[config.mk]
export PLATFORM = sky130hd
export DESIGN_NAME = mem_arbiter
export DESIGN_NICKNAME = d
export VERILOG_FILES = /design/src/rtl/types_pkg.sv /design/src/rtl/arb_select.sv /design/src/rtl/mem_arbiter.sv
export SDC_FILE = /design/constraint.sdc
export NUM_CORES = 1
export LEC_CHECK = 0
export CAP_MARGIN = 20
export CORE_ASPECT_RATIO = 0.9
export CORE_UTILIZATION = 33
export DETAILED_ROUTE_END_ITERATION = 10
export GPL_TIMING_DRIVEN = 0
export PLACE_DENSITY = 0.77
export SETUP_SLACK_MARGIN = 0.4
export SYNTH_ARGS = -nofsm -noshare
export SYNTH_HDL_FRONTEND = slang
export SYNTH_SLANG_ARGS = --single-unit
export TNS_END_PERCENT = 20
[constraint.sdc]
create_clock -name clk -period 2.4 [get_ports clk]
set_input_delay 0.48 -clock clk [delete_from_list [all_inputs] [get_ports clk]]
set_output_delay 0.48 -clock clk [all_outputs]
set_load 0.02 [all_outputs]
[src/rtl/types_pkg.sv]
// Shared types for the instruction/data memory arbiter.
package types_pkg;

   typedef enum logic [1:0] {
      ARB_IDLE,
      ARB_REQ,
      ARB_WAIT
   } arb_state_t;

   typedef enum logic {
      OWN_INSTR,
      OWN_DATA
   } arb_owner_t;

   localparam int MEM_ADDR_W = 32;
   localparam int MEM_DATA_W = 32;

   // Shared-port request as seen by the memory at the default 32-bit widths.
   typedef struct packed {
      logic                      we;
      logic [MEM_DATA_W/8-1:0]   be;
      logic [MEM_ADDR_W-1:0]     addr;
      logic [MEM_DATA_W-1:0]     wdata;
   } mem_req_t;

endpackage

[src/rtl/arb_select.sv]
// Winner selection between instruction and data ports.
// MEM_ARB_RR_EN selects round-robin; otherwise data priority with an instruction starvation guard.
module arb_select #(
   parameter int STARVE_MAX = 4
) (
   input  logic clk,
   input  logic rst,
   input  logic i_req,
   input  logic d_req,
   input  logic update,
   output logic win_data
);

`ifdef MEM_ARB_RR_EN
   // rr_ptr names the port that has priority next: 0 = instruction, 1 = data.
   logic rr_ptr;

   always_comb begin
      win_data = d_req & (~i_req | rr_ptr);
   end

   always_ff @(posedge clk or posedge rst) begin
      if (rst) begin
         rr_ptr <= 1'b0;
      end else if (update) begin
         rr_ptr <= ~win_data;
      end
   end
`else
   localparam logic [3:0] STARVE_LIM = 4'(STARVE_MAX);

   logic [3:0] starve_cnt;

   always_comb begin
      win_data = d_req & (~i_req | (starve_cnt < STARVE_LIM));
   end

   // Counter cannot exceed STARVE_LIM: at the limit the instruction port wins and clears it.
   always_ff @(posedge clk or posedge rst) begin
      if (rst) begin
         starve_cnt <= 4'd0;
      end else if (update) begin
         if (!win_data) begin
            starve_cnt <= 4'd0;
         end else if (i_req) begin
            starve_cnt <= starve_cnt + 4'd1;
         end
      end
   end
`endif

endmodule

[src/rtl/mem_arbiter.sv]
// Shares one memory port between the core's fetch and load/store ports, one transaction in flight.
// Arbitration policy is selected by MEM_ARB_RR_EN (round-robin) or left as fixed data priority.
module mem_arbiter #(
   parameter int ADDR_W     = 32,
   parameter int DATA_W     = 32,
   parameter int STARVE_MAX = 4
) (
   input  logic                clk,
   input  logic                rst,
   input  logic                i_req,
   input  logic [ADDR_W-1:0]   i_addr,
   output logic                i_gnt,
   output logic                i_rvalid,
   output logic [DATA_W-1:0]   i_rdata,
   input  logic                d_req,
   input  logic                d_we,
   input  logic [DATA_W/8-1:0] d_be,
   input  logic [ADDR_W-1:0]   d_addr,
   input  logic [DATA_W-1:0]   d_wdata,
   output logic                d_gnt,
   output logic                d_rvalid,
   output logic [DATA_W-1:0]   d_rdata,
   output logic                m_req,
   output logic                m_we,
   output logic [DATA_W/8-1:0] m_be,
   output logic [ADDR_W-1:0]   m_addr,
   output logic [DATA_W-1:0]   m_wdata,
   input  logic                m_gnt,
   input  logic                m_rvalid,
   input  logic [DATA_W-1:0]   m_rdata
);
   import types_pkg::*;

   localparam int BE_W = DATA_W / 8;

   typedef struct packed {
      logic              we;
      logic [BE_W-1:0]   be;
      logic [ADDR_W-1:0] addr;
      logic [DATA_W-1:0] wdata;
   } req_t;

   arb_state_t state;
   arb_owner_t owner;
   req_t       req_q;
   logic       win_data;
   logic       arb_go;
   logic       gnt_now;
   logic       resp_now;

   assign arb_go = (state == ARB_IDLE) & (i_req | d_req);

   arb_select #(
      .STARVE_MAX(STARVE_MAX)
   ) u_sel (
      .clk      (clk),
      .rst      (rst),
      .i_req    (i_req),
      .d_req    (d_req),
      .update   (arb_go),
      .win_data (win_data)
   );

   always_ff @(posedge clk or posedge rst) begin
      if (rst) begin
         state <= ARB_IDLE;
         owner <= OWN_INSTR;
         m_req <= 1'b0;
         req_q <= '0;
      end else begin
         unique case (state)
            ARB_IDLE: begin
               if (arb_go) begin
                  state <= ARB_REQ;
                  m_req <= 1'b1;
                  if (win_data) begin
                     owner       <= OWN_DATA;
                     req_q.we    <= d_we;
                     req_q.be    <= d_be;
                     req_q.addr  <= d_addr;
                     req_q.wdata <= d_wdata;
                  end else begin
                     // Fetches are full-word reads.
                     owner       <= OWN_INSTR;
                     req_q.we    <= 1'b0;
                     req_q.be    <= '1;
                     req_q.addr  <= i_addr;
                     req_q.wdata <= '0;
                  end
               end
            end
            ARB_REQ: begin
               if (m_gnt) begin
                  m_req <= 1'b0;
                  state <= m_rvalid ? ARB_IDLE : ARB_WAIT;
               end
            end
            ARB_WAIT: begin
               if (m_rvalid) begin
                  state <= ARB_IDLE;
               end
            end
            default: begin
               state <= ARB_IDLE;
               m_req <= 1'b0;
            end
         endcase
      end
   end

   // Responses arriving while idle belong to no transaction and are dropped.
   assign gnt_now  = (state == ARB_REQ) & m_gnt;
   assign resp_now = m_rvalid & (gnt_now | (state == ARB_WAIT));

   assign i_gnt    = gnt_now  & (owner == OWN_INSTR);
   assign d_gnt    = gnt_now  & (owner == OWN_DATA);
   assign i_rvalid = resp_now & (owner == OWN_INSTR);
   assign d_rvalid = resp_now & (owner == OWN_DATA);
   assign i_rdata  = m_rdata;
   assign d_rdata  = m_rdata;

   assign m_we    = req_q.we;
   assign m_be    = req_q.be;
   assign m_addr  = req_q.addr;
   assign m_wdata = req_q.wdata;

endmodule

Yosys cells after proc, flatten, opt, wreduce, memory -nomap -nowiden
Index checks and enable logic that the tools add are counted.
{"block": "totals", "reg_bits": 77, "in_bits": 139, "wordCells": 47, "output_inout_bits": 138}
{"block": "op_classes", "n_addsub": 1, "n_bitwise": 14, "reduce_logical": 5, "eq_ne": 6, "muxes": 12, "magnitude_cmp": 1}
{"operator": "2-to-1 mux 69 bit", "n": 1}
{"operator": "bitwise AND 1 bit", "n": 8}
{"operator": "2-to-1 mux 2 bit", "n": 4}
{"operator": "2-to-1 mux 4 bit", "n": 2}
{"operator": "!= test 2 bit, second input constant", "n": 4}
{"operator": "one-hot mux 2 bit (3 select lines)", "n": 1}
{"operator": "AND reduction 3 bit", "n": 2}
{"operator": "adder 4 x 1 -> 4 bit, second input constant", "n": 1}
{"operator": "less-than comparator 4 x 3 -> 1 bit, second input constant", "n": 1}
{"operator": "AND reduction 2 bit", "n": 2}
{"operator": "2-to-1 mux 1 bit", "n": 3}
{"operator": "NOT 1 bit", "n": 3}
{"operator": "bitwise OR 1 bit", "n": 3}
{"operator": "one-hot mux 1 bit (3 select lines)", "n": 1}
{"operator": "== test 2 x 1 -> 1 bit, second input constant", "n": 1}
{"operator": "== test 2 bit, second input constant", "n": 1}
{"operator": "logical NOT 2 bit", "n": 1}

Logic depth before layout (Yosys ltp)
{"block": "logic_depth", "depth_word": 5, "ltp_mapped": 7, "depth_no_buf": 3}

Cells and area by module
A second synthesis with hierarchy kept.
{"block": "hier_totals", "hier_cells": 359, "hier_area_um2": 4369.2}
{"mod": "mem_arbiter", "area_per_inst_um2": 4174.0, "cells_per_inst": 342, "seq_area_each_um2": 1826.8, "instances": 1}
{"mod": "arb_select", "area_per_inst_um2": 195.2, "cells_per_inst": 17, "seq_area_each_um2": 100.1, "instances": 1}

Worst setup path before layout
OpenSTA, ideal clock, no wires.
{"block": "synth_timing", "path_kind": "input-to-reg", "startpoint": "input i_req", "endpoint": "register req_q (netlist bit m_addr[25])", "arrival_time_ps": 1360, "setup_time_ps": 134, "t_required_ps": 2266, "cell_stages": 7, "path_slack_ps": 906, "path_buffers": 4, "cell_sequence": "buf_4 or2_1 buf_6 buf_6 buf_6 nand3_2 o211ai_2"}
{"block": "synth_via", "elab_chain_len": 4, "word_cells_on_any_way": 7, "cone_classes": "1 x mux; 5 x bitwise; 1 x reduce/logical"}
{"item": "start, declared", "line_no": "mem_arbiter.sv:10", "rtl": "input logic i_req,"}
{"item": "NOT 1 bit", "line_no": "arb_select.sv:35", "rtl": "win_data = d_req & (~i_req | (starve_cnt < STARVE_LIM));"}
{"item": "bitwise OR 1 bit", "line_no": "arb_select.sv:35"}
{"item": "bitwise AND 1 bit", "line_no": "arb_select.sv:35"}
{"item": "2-to-1 mux 69 bit", "line_no": "mem_arbiter.sv:76", "rtl": "if (win_data) begin"}
{"item": "end, declared", "line_no": "mem_arbiter.sv:45", "rtl": "req_t req_q;"}
Parallel ways exist; a longest one is shown, timed or not.
A chain may end at the register's enable or synchronous reset.

Worst setup path in the final report
{"block": "layout_timing", "startpoint": "register state[1]", "endpoint": "output d_gnt"}
{"block": "layout_via", "elab_chain_len": 3}
{"item": "start, declared", "line_no": "mem_arbiter.sv:43", "rtl": "arb_state_t state;"}
{"item": "start signal, assigned", "line_no": "mem_arbiter.sv:95", "rtl": "state <= m_rvalid ? ARB_IDLE : ARB_WAIT;"}
{"item": "== test 2 x 1 -> 1 bit", "line_no": "mem_arbiter.sv:112", "rtl": "assign gnt_now = (state == ARB_REQ) & m_gnt;"}
{"item": "bitwise AND 1 bit", "line_no": "mem_arbiter.sv:112"}
{"item": "bitwise AND 1 bit", "line_no": "mem_arbiter.sv:116", "rtl": "assign d_gnt = gnt_now & (owner == OWN_DATA);"}
{"item": "end, declared", "line_no": "mem_arbiter.sv:20", "rtl": "output logic d_gnt,"}
Every way passes these cells.

==> impl_results.rst <==
.. list-table::
   :header-rows: 1

   * - Metric
     - Value
   * - Yosys reg bits
     - 77
   * - Routing usage on met3
     - 8.85%
   * - GR peak layer
     - met2
   * - Comb pwr share
     - 54.3%
   * - Number of setup violations in the final report
     - 0
   * - GR Layer Usage met1
     - 25.0%
   * - H-tree depth reported by CTS
     - 3
   * - Leftover overflow at the end of global routing
     - 0
   * - Data required time of the critical path
     - 1920 ps
   * - Via count of the first global-routing pass
     - 4521
   * - Final Hold Viols
     - 0
   * - NumNets Final
     - 820
   * - Maximum vdd drop
     - 0.731 mV
   * - Share of the synthesized area in the top cell type
     - 44.5%
   * - Ys Warns
     - 0
   * - WL per Instance
     - 17.8 µm
   * - Register area
     - 0.00193 mm²
   * - Critical path type
     - reg -> out
   * - Data arrival time of the worst path
     - 1480 ps
   * - Cts hold-fix bufs
     - 0
   * - Highest net fanout along the worst path
     - 6
   * - Unrepaired setup endpoints after global routing
     - yes
   * - Share of the core filled with cells
     - 57.2%
   * - Number of vias in the routed layout
     - 4343
   * - PnR Total Power
     - 8.27 mW
   * - Worst slew margin
     - 44.6%
   * - Achievable clock frequency
     - 511 MHz
   * - Depth of the worst register-to-register path
     - 4
   * - PD cells
     - 1130 mW/mm²
   * - TritonCTS clock tree
     - done
   * - Post-Synthesis Net Count
     - 566
   * - Top cells by area, synth
     - dfrtp_1 44%, buf_4 12%, nand3_2 6.9%
   * - Placement Rows
     - 39
   * - Mean number of vias per cell
     - 5.13
   * - Total negative slack for setup checks
     - 0 ps
   * - Max cap viols
     - 0
   * - Pin count of the biggest net entering global routing
     - 42
   * - Area of the core
     - 0.0127 mm²
   * - DRT Wirelength
     - 15100 µm
   * - I/O pin count
     - 277
   * - Iter 0 DRT Violations
     - 256
   * - Slew at the pin closest to its max-slew limit
     - 829 ps
   * - Met2 layer usage reported by global route
     - 38.9%
   * - Diodes inserted
     - 0
   * - Die outline height
     - 111 µm
   * - Switching Fraction
     - 40.3%
   * - Drt pass-1 iters
     - 8
   * - Ratio of final minimum period to clock period
     - 81.5%
   * - First-pass GRT wire length
     - 23100 µm
   * - Result of the run
     - finished clean
   * - Count of different cell masters after synthesis
     - 33
   * - Sequential cell area fraction in the yosys report
     - 44.5%
   * - Worst hold path stage count
     - 2
   * - Effective utilization at floorplan
     - 34.0%
   * - Number of max-slew violations in the final report
     - 0
   * - Area overhead of the layout relative to synthesis
     - 68.2%
   * - Number of fill cells
     - 1065
   * - HPWL after detailed placement
     - 11400 µm
   * - Routability congestion estimate from global placement
     - 0.848
   * - Count of input and output buffers
     - 242
   * - Cell count after synthesis
     - 426
   * - Area of all placed cells without fillers
     - 0.00729 mm²
   * - Chip Width
     - 123 µm
   * - Post-CTS clock slew at the launch and capture registers of the worst setup and hold paths
     - 60 ps
   * - Final clock skew
     - 5.80 ps
   * - Part of the total power dissipated in sequential elements
     - 28.2%
   * - Layout cell share with drive strength beyond 1
     - 22.4%
   * - Cell internal power dissipation
     - 4.94 mW
   * - Multi-input combinational cell area
     - 0.00164 mm²
   * - Clock Tree Root
     - clkbuf_16
   * - GRT Total Usage
     - 22.4%
   * - Kind of end point of the critical path
     - primary output
   * - Initial antenna violation count
     - 0
   * - Share of total power in the clock network
     - 17.5%
   * - Cell accounting for the most synthesized area
     - dfrtp_1
   * - Area of the die
     - 0.0136 mm²
   * - Bufs on Longest Clock Path
     - 2
   * - Clock latency of the later-clocked register in the worst-skew pair
     - 340 ps
   * - Sinks on the clock net
     - 77
   * - Total net switching power
     - 3.33 mW
   * - Launching element type of the critical path
     - register
   * - Number of buffers created by CTS
     - 9
   * - Instance area at placement
     - 0.00699 mm²
   * - DRC violations left
     - 0
   * - Netlist Area Pre-Place
     - 0.00433 mm²
   * - Post-Synthesis Mean Instance Area
     - 10.2 µm²
   * - Clock period minus final worst setup slack
     - 1960 ps
   * - Leakage
     - 2.93 nW
   * - Worst Hold Class
     - in -> reg
   * - Residual antenna-violating net count after detailed routing
     - 0
-- layer usage --
layer	up-vias	wire [µm]
met5	-	0
met4	0	225
met3	19	1560
met2	219	7500
met1	2085	5790
li1	2020	-
-- through the flow --
step	setup WS [ps]	instances	hold WS, ps
2_1_floorplan	906	426	458
3_3_place_gp	-106	832	469
3_5_place_dp	-141	833	473
4_1_cts	405	847	389
5_1_grt	384	847	396
6_report	443	847	400
-- power groups by stage --
stage,sequential (mW),clock (mW),combinational (mW)
2_1_floorplan,3.01,0,1.73
3_3_place_gp,2.31,0,4.42
3_5_place_dp,2.33,0,4.51
4_1_cts,2.33,1.48,4.53
5_1_grt,2.40,1.53,4.79
6_report,2.33,1.45,4.49
-- sequential cells by signal, summed over array words and instances (netlist names) --
register	cells
m_addr	32
m_be	4
m_req	1
m_wdata	32
m_we	1
owner	1
state	2
u_sel.starve_cnt	4
-- cell usage after synthesis, drive strengths merged --
cell type and n:
and2 1, a21boi 1, or3b 1, and3 2, a21oi 1, o21ai 40, a2bb2oi 4, nand3b 1
nand3 66, nor2 6, clkbuf 16, dfrtp 77, o211ai 32, ha 1, nor2b 1, a31oi 2
o2bb2ai 33, or2 2, buf 93, nor3 4, inv 3, nand2 6, nand4 33
-- placed cells by master (no fill, tap or decap), types with 5 or more instances in the layout --
master,count
nand4_1,33
nand2_1,5
buf_4,74
dfrtp_1,75
clkdlybuf4s50_1,237
buf_2,11
clkbuf_1,14
clkbuf_16,9
nand3_2,30
nand3_1,36
o21ai_0,36
o211ai_1,31
o2bb2ai_1,33
buf_6,9
-- what timing repair did --
item	4_1_cts	5_1_grt
resized for setup	17	5
buffers inserted	0	0
pin swaps	0	0
endpoints found under the setup margin	4	4
cloned	0	0
-- path summary, 6_finish.rpt --
kind,start,endpoint,slack [ps]
worst max-delay path,state[1]$_DFFE_PP0P_,d_gnt,440
worst min-delay path,i_req,u_sel.starve_cnt[2]$_DFFE_PP0P_,400
worst max register to register,u_sel.starve_cnt[2]$_DFFE_PP0P_,m_wdata[20]$_DFFE_PP0P_,660
worst min register to register,m_wdata[3]$_DFFE_PP0P_,m_wdata[3]$_DFFE_PP0P_,490
max in group asynchronous,rst,m_addr[9]$_DFFE_PP0P_,1090
min in group asynchronous,rst,m_wdata[21]$_DFFE_PP0P_,630
-- cell families (layout without fill, tap and decap cells) --
| group | after synthesis | in the layout | synth area share, % |
|---|---|---|---|
| compound gates | 113 | 113 | 18.4 |
| fa+ha+maj | 1 | 1 | 0.289 |
| buf+inv | 112 | 369 | 17.9 |
| flops | 77 | 77 | 44.5 |
| simple gates | 123 | 123 | 18.9 |
-- cell type report --
type | instances | share of cell area [%]
clock buffer | 10 | 3.14
timing repair buffer | 243 | 33.4
sequential | 77 | 26.5
tap | 164 | 2.82
clock inverter | 4 | 1.03
buffer | 109 | 10.5
inverter | 3 | 0.206
multi-input combinational | 237 | 22.5
-- critical path, stage by stage, from the launching register on --
cell	delay, ps
dfrtp_2	450
nand3b_1	250
nor2_2	160
clkdlybuf4s15_2	280
Note: power is estimated with default switching activity, not from simulation.
